File: src/rtl/placement_pkg.sv
// Shared types for the placement read-back path: record status codes,
// the empty-slot sentinel and the reader state encoding.
package placement_pkg;

   typedef enum logic [1:0] {
      ST_OK       = 2'd0,
      ST_UNPLACED = 2'd1,
      ST_OOR      = 2'd2,
      ST_MISMATCH = 2'd3
   } status_e;

   localparam int EMPTY = -1;

   typedef enum logic [3:0] {
      S_IDLE,
      S_RD_POS,
      S_W_POS,
      S_CHK_POS,
      S_W_GRID,
      S_CHK_GRID,
      S_EMIT,
      S_NEXT,
      S_DONE
   } rd_state_e;

endpackage

File: src/rtl/placement_reader_bbox.sv
// Min/max tracker over accepted OK records; only present when
// PLACEMENT_READER_BBOX_EN is defined.
`ifdef PLACEMENT_READER_BBOX_EN
module placement_reader_bbox
   import placement_pkg::*;
#(
   parameter int GRID_N = 4,
   parameter int DW     = 32
) (
   input  logic          clk,
   input  logic          reset,
   input  logic          clear,
   input  logic          update,
   input  logic [DW-1:0] x,
   input  logic [DW-1:0] y,
   output logic [DW-1:0] xmin,
   output logic [DW-1:0] xmax,
   output logic [DW-1:0] ymin,
   output logic [DW-1:0] ymax
);

   // min starts above max so a run with no OK record reads as an empty box
   localparam logic signed [DW-1:0] MIN_INIT = DW'(GRID_N - 1);

   logic signed [DW-1:0] xmin_q, xmin_d, xmax_q, xmax_d;
   logic signed [DW-1:0] ymin_q, ymin_d, ymax_q, ymax_d;

   always_comb begin
      xmin_d = xmin_q;
      xmax_d = xmax_q;
      ymin_d = ymin_q;
      ymax_d = ymax_q;
      if (clear) begin
         xmin_d = MIN_INIT;
         xmax_d = '0;
         ymin_d = MIN_INIT;
         ymax_d = '0;
      end else if (update) begin
         if ($signed(x) < xmin_q) xmin_d = $signed(x);
         if ($signed(x) > xmax_q) xmax_d = $signed(x);
         if ($signed(y) < ymin_q) ymin_d = $signed(y);
         if ($signed(y) > ymax_q) ymax_d = $signed(y);
      end
   end

   always_ff @(posedge clk or negedge reset) begin
      if (!reset) begin
         xmin_q <= MIN_INIT;
         xmax_q <= '0;
         ymin_q <= MIN_INIT;
         ymax_q <= '0;
      end else begin
         xmin_q <= xmin_d;
         xmax_q <= xmax_d;
         ymin_q <= ymin_d;
         ymax_q <= ymax_d;
      end
   end

   assign xmin = xmin_q;
   assign xmax = xmax_q;
   assign ymin = ymin_q;
   assign ymax = ymax_q;

endmodule
`endif

File: src/rtl/placement_reader.sv
// Placement read-back engine: walks node ids, reads (x,y), cross-checks the grid
// cell and streams one status record per node. Bbox tracking: PLACEMENT_READER_BBOX_EN.
module placement_reader
   import placement_pkg::*;
#(
   parameter int NODES    = 16,
   parameter int GRID_N   = 4,
   parameter int DW       = 32,
   parameter int READ_LAT = 2
) (
   input  logic          clk,
   input  logic          reset,
   input  logic          start,
   output logic          busy,
   output logic          done,
   output logic          rePX,
   output logic          rePY,
   output logic [DW-1:0] addrPX,
   output logic [DW-1:0] addrPY,
   input  logic [DW-1:0] doutPX,
   input  logic [DW-1:0] doutPY,
   output logic          reGrid,
   output logic [DW-1:0] addrGrid,
   input  logic [DW-1:0] doutGrid,
   output logic          o_valid,
   input  logic          o_ready,
   output logic [DW-1:0] o_node,
   output logic [DW-1:0] o_x,
   output logic [DW-1:0] o_y,
   output logic [1:0]    o_status,
   output logic [DW-1:0] ok_count,
   output logic [DW-1:0] err_count,
   output logic [DW-1:0] bbox_xmin,
   output logic [DW-1:0] bbox_xmax,
   output logic [DW-1:0] bbox_ymin,
   output logic [DW-1:0] bbox_ymax
);

   localparam logic [DW-1:0]        LAST_NODE = DW'(NODES - 1);
   localparam logic [DW-1:0]        GRID_W    = DW'(GRID_N);
   localparam logic signed [DW-1:0] GRID_MAX  = DW'(GRID_N - 1);
   localparam logic [DW-1:0]        EMPTY_W   = DW'(EMPTY);
   localparam bit                   HAS_WAIT  = (READ_LAT > 1);
   localparam logic [7:0]           WAIT_LAST = HAS_WAIT ? 8'(READ_LAT - 2) : 8'd0;

   rd_state_e     state_q, state_d;
   status_e       status_q, status_d;
   logic [DW-1:0] node_q, node_d, x_q, x_d, y_q, y_d;
   logic [DW-1:0] ok_q, ok_d, err_q, err_d;
   logic [7:0]    wait_q, wait_d;

   logic          busy_q, busy_d, done_q, done_d, valid_q, valid_d;
   logic          re_pos_q, re_pos_d, re_grid_q, re_grid_d;
   logic [DW-1:0] addr_pos_q, addr_pos_d, addr_grid_q, addr_grid_d;

   logic          pos_empty, pos_in_range;
   logic [DW-1:0] grid_addr;

   assign pos_empty    = (doutPX == EMPTY_W) || (doutPY == EMPTY_W);
   assign pos_in_range = !doutPX[DW-1] && !doutPY[DW-1] &&
                         ($signed(doutPX) <= GRID_MAX) && ($signed(doutPY) <= GRID_MAX);
   // Both coordinates are known non-negative here, so an unsigned product is exact.
   assign grid_addr    = doutPX * GRID_W + doutPY;

   // Next-state and datapath
   // NOTE: every variable gets a default first so no path leaves it unassigned (no latch).
   always_comb begin
      state_d  = state_q;
      status_d = status_q;
      node_d   = node_q;
      x_d      = x_q;
      y_d      = y_q;
      ok_d     = ok_q;
      err_d    = err_q;
      wait_d   = wait_q;
      unique case (state_q)
         S_IDLE: begin
            if (start) begin
               node_d  = '0;
               ok_d    = '0;
               err_d   = '0;
               state_d = S_RD_POS;
            end
         end
         S_RD_POS: begin
            wait_d  = '0;
            state_d = HAS_WAIT ? S_W_POS : S_CHK_POS;
         end
         S_W_POS: begin
            if (wait_q == WAIT_LAST) state_d = S_CHK_POS;
            else                     wait_d  = wait_q + 8'd1;
         end
         S_CHK_POS: begin
            x_d    = doutPX;
            y_d    = doutPY;
            wait_d = '0;
            if (pos_empty) begin
               status_d = ST_UNPLACED;
               state_d  = S_EMIT;
            end else if (!pos_in_range) begin
               status_d = ST_OOR;
               state_d  = S_EMIT;
            end else begin
               state_d = HAS_WAIT ? S_W_GRID : S_CHK_GRID;
            end
         end
         S_W_GRID: begin
            if (wait_q == WAIT_LAST) state_d = S_CHK_GRID;
            else                     wait_d  = wait_q + 8'd1;
         end
         S_CHK_GRID: begin
            status_d = (doutGrid == node_q) ? ST_OK : ST_MISMATCH;
            state_d  = S_EMIT;
         end
         S_EMIT: begin
            if (o_ready) begin
               if (status_q == ST_OK) ok_d  = ok_q + DW'(1);
               else                   err_d = err_q + DW'(1);
               state_d = S_NEXT;
            end
         end
         S_NEXT: begin
            if (node_q == LAST_NODE) begin
               state_d = S_DONE;
            end else begin
               node_d  = node_q + DW'(1);
               state_d = S_RD_POS;
            end
         end
         S_DONE:  state_d = S_IDLE;
         default: state_d = S_IDLE;
      endcase
   end

   // Outputs: status flags track the upcoming state; read strobes are loaded by
   // the issuing state, so READ_LAT counts from that state to the sampling state.
   always_comb begin
      busy_d      = (state_d != S_IDLE) && (state_d != S_DONE);
      done_d      = (state_d == S_DONE);
      valid_d     = (state_d == S_EMIT);
      re_pos_d    = (state_q == S_RD_POS);
      addr_pos_d  = re_pos_d ? node_q : addr_pos_q;
      re_grid_d   = (state_q == S_CHK_POS) &&
                    ((state_d == S_W_GRID) || (state_d == S_CHK_GRID));
      addr_grid_d = re_grid_d ? grid_addr : addr_grid_q;
   end

   // NOTE: sequential state uses non-blocking assignments so all flops update together.
   always_ff @(posedge clk or negedge reset) begin
      if (!reset) begin
         state_q     <= S_IDLE;
         status_q    <= ST_OK;
         node_q      <= '0;
         x_q         <= '0;
         y_q         <= '0;
         ok_q        <= '0;
         err_q       <= '0;
         wait_q      <= '0;
         busy_q      <= 1'b0;
         done_q      <= 1'b0;
         valid_q     <= 1'b0;
         re_pos_q    <= 1'b0;
         re_grid_q   <= 1'b0;
         addr_pos_q  <= '0;
         addr_grid_q <= '0;
      end else begin
         state_q     <= state_d;
         status_q    <= status_d;
         node_q      <= node_d;
         x_q         <= x_d;
         y_q         <= y_d;
         ok_q        <= ok_d;
         err_q       <= err_d;
         wait_q      <= wait_d;
         busy_q      <= busy_d;
         done_q      <= done_d;
         valid_q     <= valid_d;
         re_pos_q    <= re_pos_d;
         re_grid_q   <= re_grid_d;
         addr_pos_q  <= addr_pos_d;
         addr_grid_q <= addr_grid_d;
      end
   end

   assign busy      = busy_q;
   assign done      = done_q;
   assign rePX      = re_pos_q;
   assign rePY      = re_pos_q;
   assign addrPX    = addr_pos_q;
   assign addrPY    = addr_pos_q;
   assign reGrid    = re_grid_q;
   assign addrGrid  = addr_grid_q;
   assign o_valid   = valid_q;
   assign o_node    = node_q;
   assign o_x       = x_q;
   assign o_y       = y_q;
   assign o_status  = status_q;
   assign ok_count  = ok_q;
   assign err_count = err_q;

`ifdef PLACEMENT_READER_BBOX_EN
   logic bbox_clear, bbox_update;

   assign bbox_clear  = (state_q == S_IDLE) && start;
   assign bbox_update = (state_q == S_EMIT) && o_ready && (status_q == ST_OK);

   placement_reader_bbox #(
      .GRID_N (GRID_N),
      .DW     (DW)
   ) u_bbox (
      .clk    (clk),
      .reset  (reset),
      .clear  (bbox_clear),
      .update (bbox_update),
      .x      (x_q),
      .y      (y_q),
      .xmin   (bbox_xmin),
      .xmax   (bbox_xmax),
      .ymin   (bbox_ymin),
      .ymax   (bbox_ymax)
   );
`else
   assign bbox_xmin = '0;
   assign bbox_xmax = '0;
   assign bbox_ymin = '0;
   assign bbox_ymax = '0;
`endif

endmodule

File: config.mk
export PLATFORM = sky130hd
export DESIGN_NAME = placement_reader
export DESIGN_NICKNAME = d
export VERILOG_FILES = /design/src/rtl/placement_pkg.sv /design/src/rtl/placement_reader_bbox.sv /design/src/rtl/placement_reader.sv
export SDC_FILE = /design/constraint.sdc
export NUM_CORES = 1
export LEC_CHECK = 0
export BUFFER_PORTS_ARGS = -buffer_cell sky130_fd_sc_hd__buf_2
export CORE_ASPECT_RATIO = 1.75
export CORE_MARGIN = 5
export CORE_UTILIZATION = 30
export DETAILED_ROUTE_END_ITERATION = 10
export PLACE_DENSITY = 0.61
export SLEW_MARGIN = 20
export SYNTH_ARGS = -nofsm -noshare
export SYNTH_HDL_FRONTEND = slang
export SYNTH_SLANG_ARGS = --single-unit
File: constraint.sdc
create_clock -name clk -period 4.8 [get_ports clk]
set_input_delay 0.24 -clock clk [delete_from_list [all_inputs] [get_ports clk]]
set_output_delay 0.24 -clock clk [all_outputs]
set_load 0.03 [all_outputs]
; Yosys cells after proc, flatten, opt, wreduce, memory -nomap -nowiden
; Cells that the tools add are included.
[word_totals]
ff_bits = 243
elab_cells = 92
out_inout_bits = 392
[op_classes]
muxes = 23
n_eq_ne = 23
n_lt_le_gt_ge = 2
add_sub_neg = 5
n_reduce_logical = 24
[op_table]
columns = op, count
row1 = 2-to-1 mux 32 bit, 6
row2 = case mux 32 bit (2 select lines), 3
row3 = "adder 32 x 1 -> 32 bit, second input constant", 3
row4 = "== test 32 bit, second input constant", 2
row5 = "<= comparator 32 x 3 -> 1 bit, second input constant", 2
row6 = adder 32 bit, 1
row7 = == test 32 bit, 1
row8 = "== test 32 x 4 -> 1 bit, second input constant", 1
row9 = case mux 4 bit (8 select lines), 1
row10 = "== test 4 x 3 -> 1 bit, second input constant", 7
row11 = 2-to-1 mux 4 bit, 5
row12 = case mux 8 bit (2 select lines), 1
row13 = "!= test 2 bit, second input constant", 6
row14 = 2-to-1 mux 2 bit, 5
row15 = "adder 8 x 1 -> 8 bit, second input constant", 1
row16 = "== test 4 x 2 -> 1 bit, second input constant", 2
row17 = logical NOT 8 bit, 1
row18 = 2-to-1 mux 8 bit, 1
row19 = AND reduction 4 bit, 2
row20 = nonzero test 2 bit, 4
row21 = logical AND 1 bit, 5
row22 = "== test 4 x 1 -> 1 bit, second input constant", 1
row23 = "== test 4 bit, second input constant", 1
row24 = logical NOT 4 bit, 1
row25 = other kinds (10), 14

; Depth between registers and ports, before layout
; Gate-level depths: netlist (run 1).
[depth]
depth_word = 10
depth_mapped = 12
depth_no_buf = 12

; Worst setup path after synthesis (run 1)
; OpenSTA, ideal clock, no wires.
[synth_path]
path_kind = input-to-reg
from = input doutPX[0]
to = register addr_grid_q[30], in the netlist addrGrid[30]
setup_ns = 0.135
path_buffers = 0
slack_ns = 2.409
required_time_ns = 4.665
path_stages = 12
t_arrival_ns = 2.256
path_cell_list = ha_1 -> inv_1 -> fa_1 -> nor2b_1 -> o31ai_1 -> a211oi_1 -> o21a_1 -> a211oi_1 -> o21ai_0 -> o221ai_1 -> mux2i_1 -> o311ai_1
[synth_via]
elab_chain_cells = 9
word_cells_on_any_way = 13
classes_between = add/sub: 1 / order compare: 1 / eq/ne: 3 / mux: 3 / reduce/logical: 5
[synth_lines]
columns = element, line_no
row1 = start: declaration, placement_reader.sv:20  ; input logic [DW-1:0] doutPX,
row2 = <= comparator 32 x 3 -> 1 bit, placement_reader.sv:61  ; ($signed(doutPX) <= GRID_MAX) && ($signed(doutPY) <= GRID_MAX);
row3 = logical AND 1 bit, placement_reader.sv:60  ; assign pos_in_range = !doutPX[DW-1] && !doutPY[DW-1] &&
row4 = logical AND 1 bit, placement_reader.sv:61
row5 = 2-to-1 mux 2 bit, placement_reader.sv:100  ; end else if (!pos_in_range) begin
row6 = 2-to-1 mux 2 bit, placement_reader.sv:97  ; if (pos_empty) begin
row7 = case mux 4 bit (8 select lines), placement_reader.sv:76  ; unique case (state_q)
row8 = == test 4 x 3 -> 1 bit, placement_reader.sv:144  ; ((state_d == S_W_GRID) || (state_d == S_CHK_GRID));
row9 = logical OR 1 bit, placement_reader.sv:144
row10 = logical AND 1 bit, placement_reader.sv:143  ; re_grid_d = (state_q == S_CHK_POS) &&
row11 = end signal: assignment, placement_reader.sv:181  ; addr_grid_q <= addr_grid_d;
row12 = end: declaration, placement_reader.sv:54  ; logic [DW-1:0] addr_pos_q, addr_pos_d, addr_grid_q, addr_grid_d;
; Several ways; a longest one is shown, not always the timed one.
; A chain may end at the register's enable or synchronous reset.

; Worst setup path in the final report (run 1)
[layout_path]
from = input doutPX[1]
to = register addr_grid_q[25], in the netlist addrGrid[25]
; Same word-level chain as after synthesis.

==> run metrics, run 1 <==
sequential cell area fraction in the yosys report=between 40% and 50%; # IOs=slightly below 500; Crit path max-delay family=compound AO/OA/AOI/OAI gates; f_max=302 MHz; status=finished, final reports clean; initial antenna violation count=1; Yosys Warn Count=0; Crit-path slowest cell=a31oi_1; Die X=170 microns; Clock Skew=approximately 23 ps; Crit. End Element=flip-flop; # diodes=0; CP peak stage delay=roughly 630 ps; Tmin final=between 3000 and 4000 ps; post-route cell area=16500 sq um; EDFF count, synth=0; Power Density=around 500 nW/um^2; unrepaired setup endpoints after global routing=false; Die Y=291 microns; max-cap violation count=0; PortBufs=363; FFs w/ async S/R, synth=100%; RD Place Congestion=roughly 0.92; Final #Nets=about 1.8k; first-pass GRT wire length=67300 microns; Worst path most repeated cell=o21ai_1; CP Launch Type=input port; relative slew slack=between 30% and 40%; total grt overflow=0; drc violations=0; Layout area overhead=22.4%; drt first pass iters=5; setup TNS=0 ps; total length of routed wires=around 45000 microns; post-synthesis area per instance=between 10 and 15 sq um; vias in the first global route=~11k; Syn Std Cell Area=13500 sq um; synthesized instance count=1326; CTS root buf=clkbuf_16; antenna-violating nets left=0; Final Max Tran Viols=0; layout cell share with drive strength beyond 1=approximately 31%; Crit Path Category=in2reg; Tcrit/Tclk final=around 70%; core area=approximately 45000 sq um; routed vias/inst=approximately 4.8; DR WL/cell=between 15 and 20 microns; number of setup violations in the final report=0; worst path bufs/invs=2; largest net degree at the start of global routing=132; htree depth=1; die area=about 50000 sq um; number of synthesized register bits=between 200 and 250; crit path DAT=between 3000 and 4000 ps; number of DRC markers in iteration 0=about 530; Initial Utilization=30.1%; vias=roughly 11k; Max clock buf depth=3; Worst Tran Pin Value=between 1000 and 1500 ps; GRT Overall Usage=17.4%; row cnt=103; worst path cell trace=dlygate4sd3_1 -> buf_2 -> ha_1 -> a211oi_1 -> o21bai_1 -> o21ba_2 -> o22a_1 -> a31oi_1 -> o21ai_1 -> a41oi_1 -> xor2_1 -> o21ai_1; CTS buffer count=26; Post-synth top flop=dfrtp_1; Worst-path clk slew=approximately 60 ps; Hold Path Class=in2reg; Crit Path Max Fanout=4; Post-DP Area=roughly 15000 sq um; Skew-Pair Late Insertion Delay=about 560 ps; leakage=around 8.3 nW; post_cts resized=0; Data required, critical path=~5200 ps; hpwl dp=~35000 microns; post-synth cell types=72; Max VDD drop=between 0.0004 and 0.0005 V; CTS sink count=243; Final Hold Vio Count=0; CTS tree=built
-- cell families (layout without fill, tap and decap cells) --
family | after synthesis | count (layout) | synth area share, %
AO/OA/AOI/OAI | 163 | 163 | 7.40
XOR/XNOR | 139 | 139 | 9.02
adder cells (fa/ha/maj) | 35 | 35 | 3.30
buffers and inverters | 223 | 480 | 10.9
flip-flops | 243 | 243 | 45.1
multiplexers | 98 | 98 | 8.16
other | 1 | 128 | 0.0278
AND/OR/NAND/NOR | 424 | 424 | 16.1
-- cell usage in the layout (no fill, tap or decap), types with 7 or more instances in the layout --
cell	count
clkbuf_1	7
a21o_1	12
nand3_1	43
xnor2_1	60
o21a_1	7
mux2_2	96
xor2_1	79
o21ai_1	8
nand2_1	105
dfrtp_1	243
dlygate4sd3_1	49
nand4_1	43
o21ai_0	62
inv_1	16
buf_2	362
nor2_1	101
clkbuf_16	27
or3_1	17
and3_1	26
a21oi_1	36
nor4_1	32
and4_1	9
conb_1	128
nor3_1	9
ha_1	34
-- flip-flops by register name, indices dropped and copies added (netlist names) --
| register | cells |
|---|---|
| addrGrid | 32 |
| addrPX | 32 |
| err_count | 32 |
| o_node | 32 |
| o_x | 32 |
| o_y | 32 |
| ok_count | 32 |
| wait_q | 8 |
| state_q | 4 |
| o_status | 2 |
| busy | 1 |
| done | 1 |
| o_valid | 1 |
| reGrid | 1 |
| rePX | 1 |
-- worst reg2reg max path, stage by stage (launching register included) --
cell and delay, ps:
dfrtp_1 510, ha_1 290, and3_1 240, nand4_1 260, o21ai_1 130, nand2_1 250
nand3_1 250, nor3_2 640, nand4_1 200, xor2_1 160, nor2_1 50
-- power by group --
part           switching (mW)  total [mW]  internal [mW]
Combinational            2.27        3.29           1.02
Sequential              0.370        2.91           2.54
Clock                   0.868        2.04           1.17
Total                    3.50        8.24           4.74
-- area by class of cell --
class / count / area [sq um]
Fill cell: 4482 / 28300
Multi-Input combinational cell: 987 / 6430
Sequential cell: 243 / 6080
Timing Repair Buffer: 417 / 2370
Clock buffer: 40 / 785
Tap cell: 577 / 722
Clock inverter: 6 / 63.8
Inverter: 17 / 63.8
-- cell usage after synthesis (5+ instances only) --
library cell / instances / area (sq um)
a211oi_1: 6 / 45.0
a21o_1: 12 / 90.1
a21oi_1: 36 / 180
and3_1: 27 / 169
and4_1: 9 / 78.8
buf_2: 6 / 30.0
buf_4: 161 / 1210
clkbuf_1: 32 / 120
dfrtp_1: 243 / 6080
ha_1: 34 / 425
inv_1: 16 / 60.1
mux2_2: 96 / 1080
nand2_1: 106 / 398
nand2b_1: 5 / 31.3
nand3_1: 43 / 215
nand4_1: 43 / 269
nor2_1: 101 / 379
nor3_1: 10 / 50.1
nor4_1: 32 / 200
o21a_1: 7 / 52.6
o21ai_0: 62 / 310
o21ai_1: 8 / 40.0
o21bai_1: 5 / 37.5
or3_1: 17 / 106
xnor2_1: 60 / 526
xor2_1: 79 / 692
-- metal layers --
metal / part of all wire [%] / track usage [%]
met1: 33 / 17.3
met5: 0.029 / 0
met3: 8.1 / 3.65
met2: 53 / 33.0
met4: 6.2 / 9.53
-- stage by stage --
stage	power, mW	hold slack [ps]	std cells	utilization, %	setup slack, ps
floorplan	5.22	-55.6	1453	-	2410
global placement	6.19	361	2192	33.8	1370
detailed placement	6.24	387	2192	33.8	1290
CTS	8.38	0.255	2287	36.8	1330
global route	8.70	18.1	2287	36.8	1310
finish	8.24	44.1	2287	36.8	1490
-- worst paths after layout --
kind	from	endpoint	slack, ps	cells after the start
max	doutPX[1]	addrGrid[25]	1490	12
max reg2reg	o_node[0]	o_node[24]	1650	10
min	doutPX[18]	o_x[18]	40	2
max in group asynchronous	reset	rePX	3190	3
min in group asynchronous	reset	o_y[16]	330	2
min reg2reg	addrGrid[31]	addrGrid[31]	470	2
-- repair_timing --
item,CTS,global route
hold buffers,49,0
hold endpoints to repair,161,0
buffers inserted,0,0
Note: power is estimated with default switching activity, not from simulation.
==> run 2: changes to the inputs <==
--- a/config.mk
+++ b/config.mk
@@ -10,7 +10,7 @@
 export CORE_MARGIN = 5
 export CORE_UTILIZATION = 30
 export DETAILED_ROUTE_END_ITERATION = 10
-export PLACE_DENSITY = 0.61
+export PLACE_DENSITY = 0.63
 export SLEW_MARGIN = 20
 export SYNTH_ARGS = -nofsm -noshare
 export SYNTH_HDL_FRONTEND = slang
==> constraint.sdc (replaced) <==
create_clock -name clk -period 3 [get_ports clk]
set_input_delay 0.15 -clock clk [delete_from_list [all_inputs] [get_ports clk]]
set_output_delay 0.15 -clock clk [all_outputs]
set_load 0.03 [all_outputs]
==> run 2 against run 1 <==
Effect of this change: setup slack lost 1300 ps; first-iteration DRC count up 4.1%; hold slack worse by 1.4 ps; final cell count rose by 2.6%; flip-flop and latch count stayed put; clock skew down 13 ps; die area unchanged; register-to-register slack got worse by 1300 ps; cell area is 3.5% higher; core utilization grew 1.3 points; via count is 2.6% higher; largest cell class unchanged; highest routed layer unchanged.
==> run metrics, run 2 (synthesized netlist as in run 1, its figures left out) <==
Data required, critical path=3420 ps (-1790 ps); Final Hold Vio Count=0 (unchanged); CTS buffer count=26 (unchanged); relative slew slack=41.6% (+10 points); Die X=170 microns (unchanged); CTS root buf=clkbuf_16; Crit Path Category=in2reg; first-pass GRT wire length=70300 microns (+4.5%); CP Launch Type=input port; Clock Skew=10.4 ps (-12.8 ps); row cnt=103 (unchanged); flop-to-flop setup slack=310 ps (-1340 ps); largest net degree at the start of global routing=73 (-45%); most frequent cells in the layout=362 x buf_2, 243 x dfrtp_1, 128 x conb_1, 105 x nand2_1, 101 x nor2_1; Tmin final=2760 ps; Final Max Tran Viols=0 (unchanged); Crit. Startpoint=doutPX[10]; number of DRC markers in iteration 0=555 (+4.1%); Final #Nets=1886 (+3.2%); PortBufs=363 (unchanged); worst reg2reg path depth=10 (unchanged); DR WL/cell=20.0 microns (+0.88%); hpwl dp=36800 microns (+3.9%); layout cell share with drive strength beyond 1=32.8% (+1.7 points); post-route cell area=17100 sq um (+3.5%); Power Total=13.5 mW (+64%); Worst Tran Pin Value=877 ps (-145 ps); Hold Path Class=in2reg; Max VDD drop=0.000663 V (+56%); htree depth=1 (unchanged); # IOs=492 (unchanged); leakage=8.64 nW (+3.9%); unrepaired setup endpoints after global routing=false; vias in the first global route=11.6k (+4.7%); vias=11.3k (+2.6%); CTS sink count=243 (unchanged); Post-CTS Setup Bufs=0 (unchanged); Tcrit/Tclk final=between 90% and 100%; Crit. End Element=flip-flop; total grt overflow=0 (unchanged); f_max=roughly 360 MHz; max-cap violation count=0 (unchanged); Power Density=790 nW/um^2 (+58%); initial antenna violation count=1 (unchanged); Skew-Pair Late Insertion Delay=550 ps (about the same); Crit Path Max Fanout=5 (+1); routed vias/inst=4.80 (about the same); number of setup violations in the final report=0 (unchanged); Max clock buf depth=3 (unchanged); RD Place Congestion=0.935 (+2.1%); Post-DP Area=15500 sq um (+2.4%); Initial Utilization=30.1% (unchanged); CTS tree=built; Crit Reg-Reg Endpoint=o_node[30]; drc violations=0 (unchanged); setup TNS=0 ps (unchanged); antenna-violating nets left=0 (unchanged); fillcell total=4418 (-1.4%); Die Y=291 microns (unchanged); GRT Overall Usage=18.2% (+0.75 points); status=finished, final reports clean; # diodes=0 (unchanged); drt first pass iters=5 (unchanged); total length of routed wires=46900 microns (+3.5%); Layout area overhead=26.6%; die area=49500 sq um (unchanged); core area=44800 sq um (unchanged); crit path DAT=3180 ps (-540 ps); critical path endpoint=addrGrid[30]; Worst-path clk slew=60 ps (about the same); commonest non-fill, non-tap cell in the layout=buf_2; reg-to-reg startpoint=o_node[0]
[run 2: cell count changes in the layout (fill, tap and decap cells not counted), sizes merged]
cell | previous run | this run
buf | 368 | 411
clkbuf | 40 | 41
dlygate4sd3 | 49 | 65
bufinv | 1 | 2
clkinvlp | 2 | 1
[run 2: how the worst min path moves through the flow]
stage,startpoint,to,slack (ps),depth (start not counted)
after floorplan,reset,addrGrid[0],-150,0
after global placement,reset,o_x[6],170,1
after detailed placement,reset,o_x[6],170,1
after CTS,start,o_node[1],10,4
after global routing,start,o_node[1],50,4
final,start,o_node[1],40,4
[run 2: final cells by class]
type,count,area [sq um],share of cell area (%)
flip-flops and latches,243,6080,35.6
multi-input cells,987,6440,37.7
inverters,17,63.8,0.373
repair buffers,476,2890,16.9
clock buffers,41,808,4.73
clock inverters,6,82.6,0.483
well taps,577,722,4.22
[run 2: metal layers]
layer  vias to the layer above  GRT usage, %  wire length (microns)
li1                       5169             -                      -
met1                      5413          17.7                  15000
met2                       564          34.7                  25100
met3                       122          4.14                   3930
met4                         2          9.61                   2860
met5                         -             0                     13
[run 2: worst max-delay path: stages]
cell and delay, ps:
dlygate4sd3_1 540, buf_2 150, ha_1 360, a21oi_1 270, a21boi_0 130, a311o_1 380
o21a_2 270, a211oi_1 220, o21ai_1 130, o221ai_1 230, mux2i_1 230, o311ai_1 110
[run 2: stage by stage]
stage	utilization [%]	worst slack [ps]	hold WS [ps]	cells
after CTS	38.1	22.0	13.4	2347
after global placement	34.6	27.9	174	2235
final	38.1	236	42.8	2347
after detailed placement	34.6	63.1	173	2235
after global routing	38.1	39.3	45.6	2347
after floorplan	-	636	-146	1453
[run 2: report_power, final]
group          internal [mW]  switching, mW  leakage, nW  total (mW)
Clock                   2.01           1.40        0.437        3.41
Combinational           1.80           3.77         5.03        5.57
Sequential              4.06          0.464         3.18        4.53
[run 2: timing repair]
action | in CTS | in global routing
resized for setup | 0 | 4
hold buffers | 65 | 0
setup endpoints to repair | 0 | 7
endpoints found under the hold margin | 134 | 0
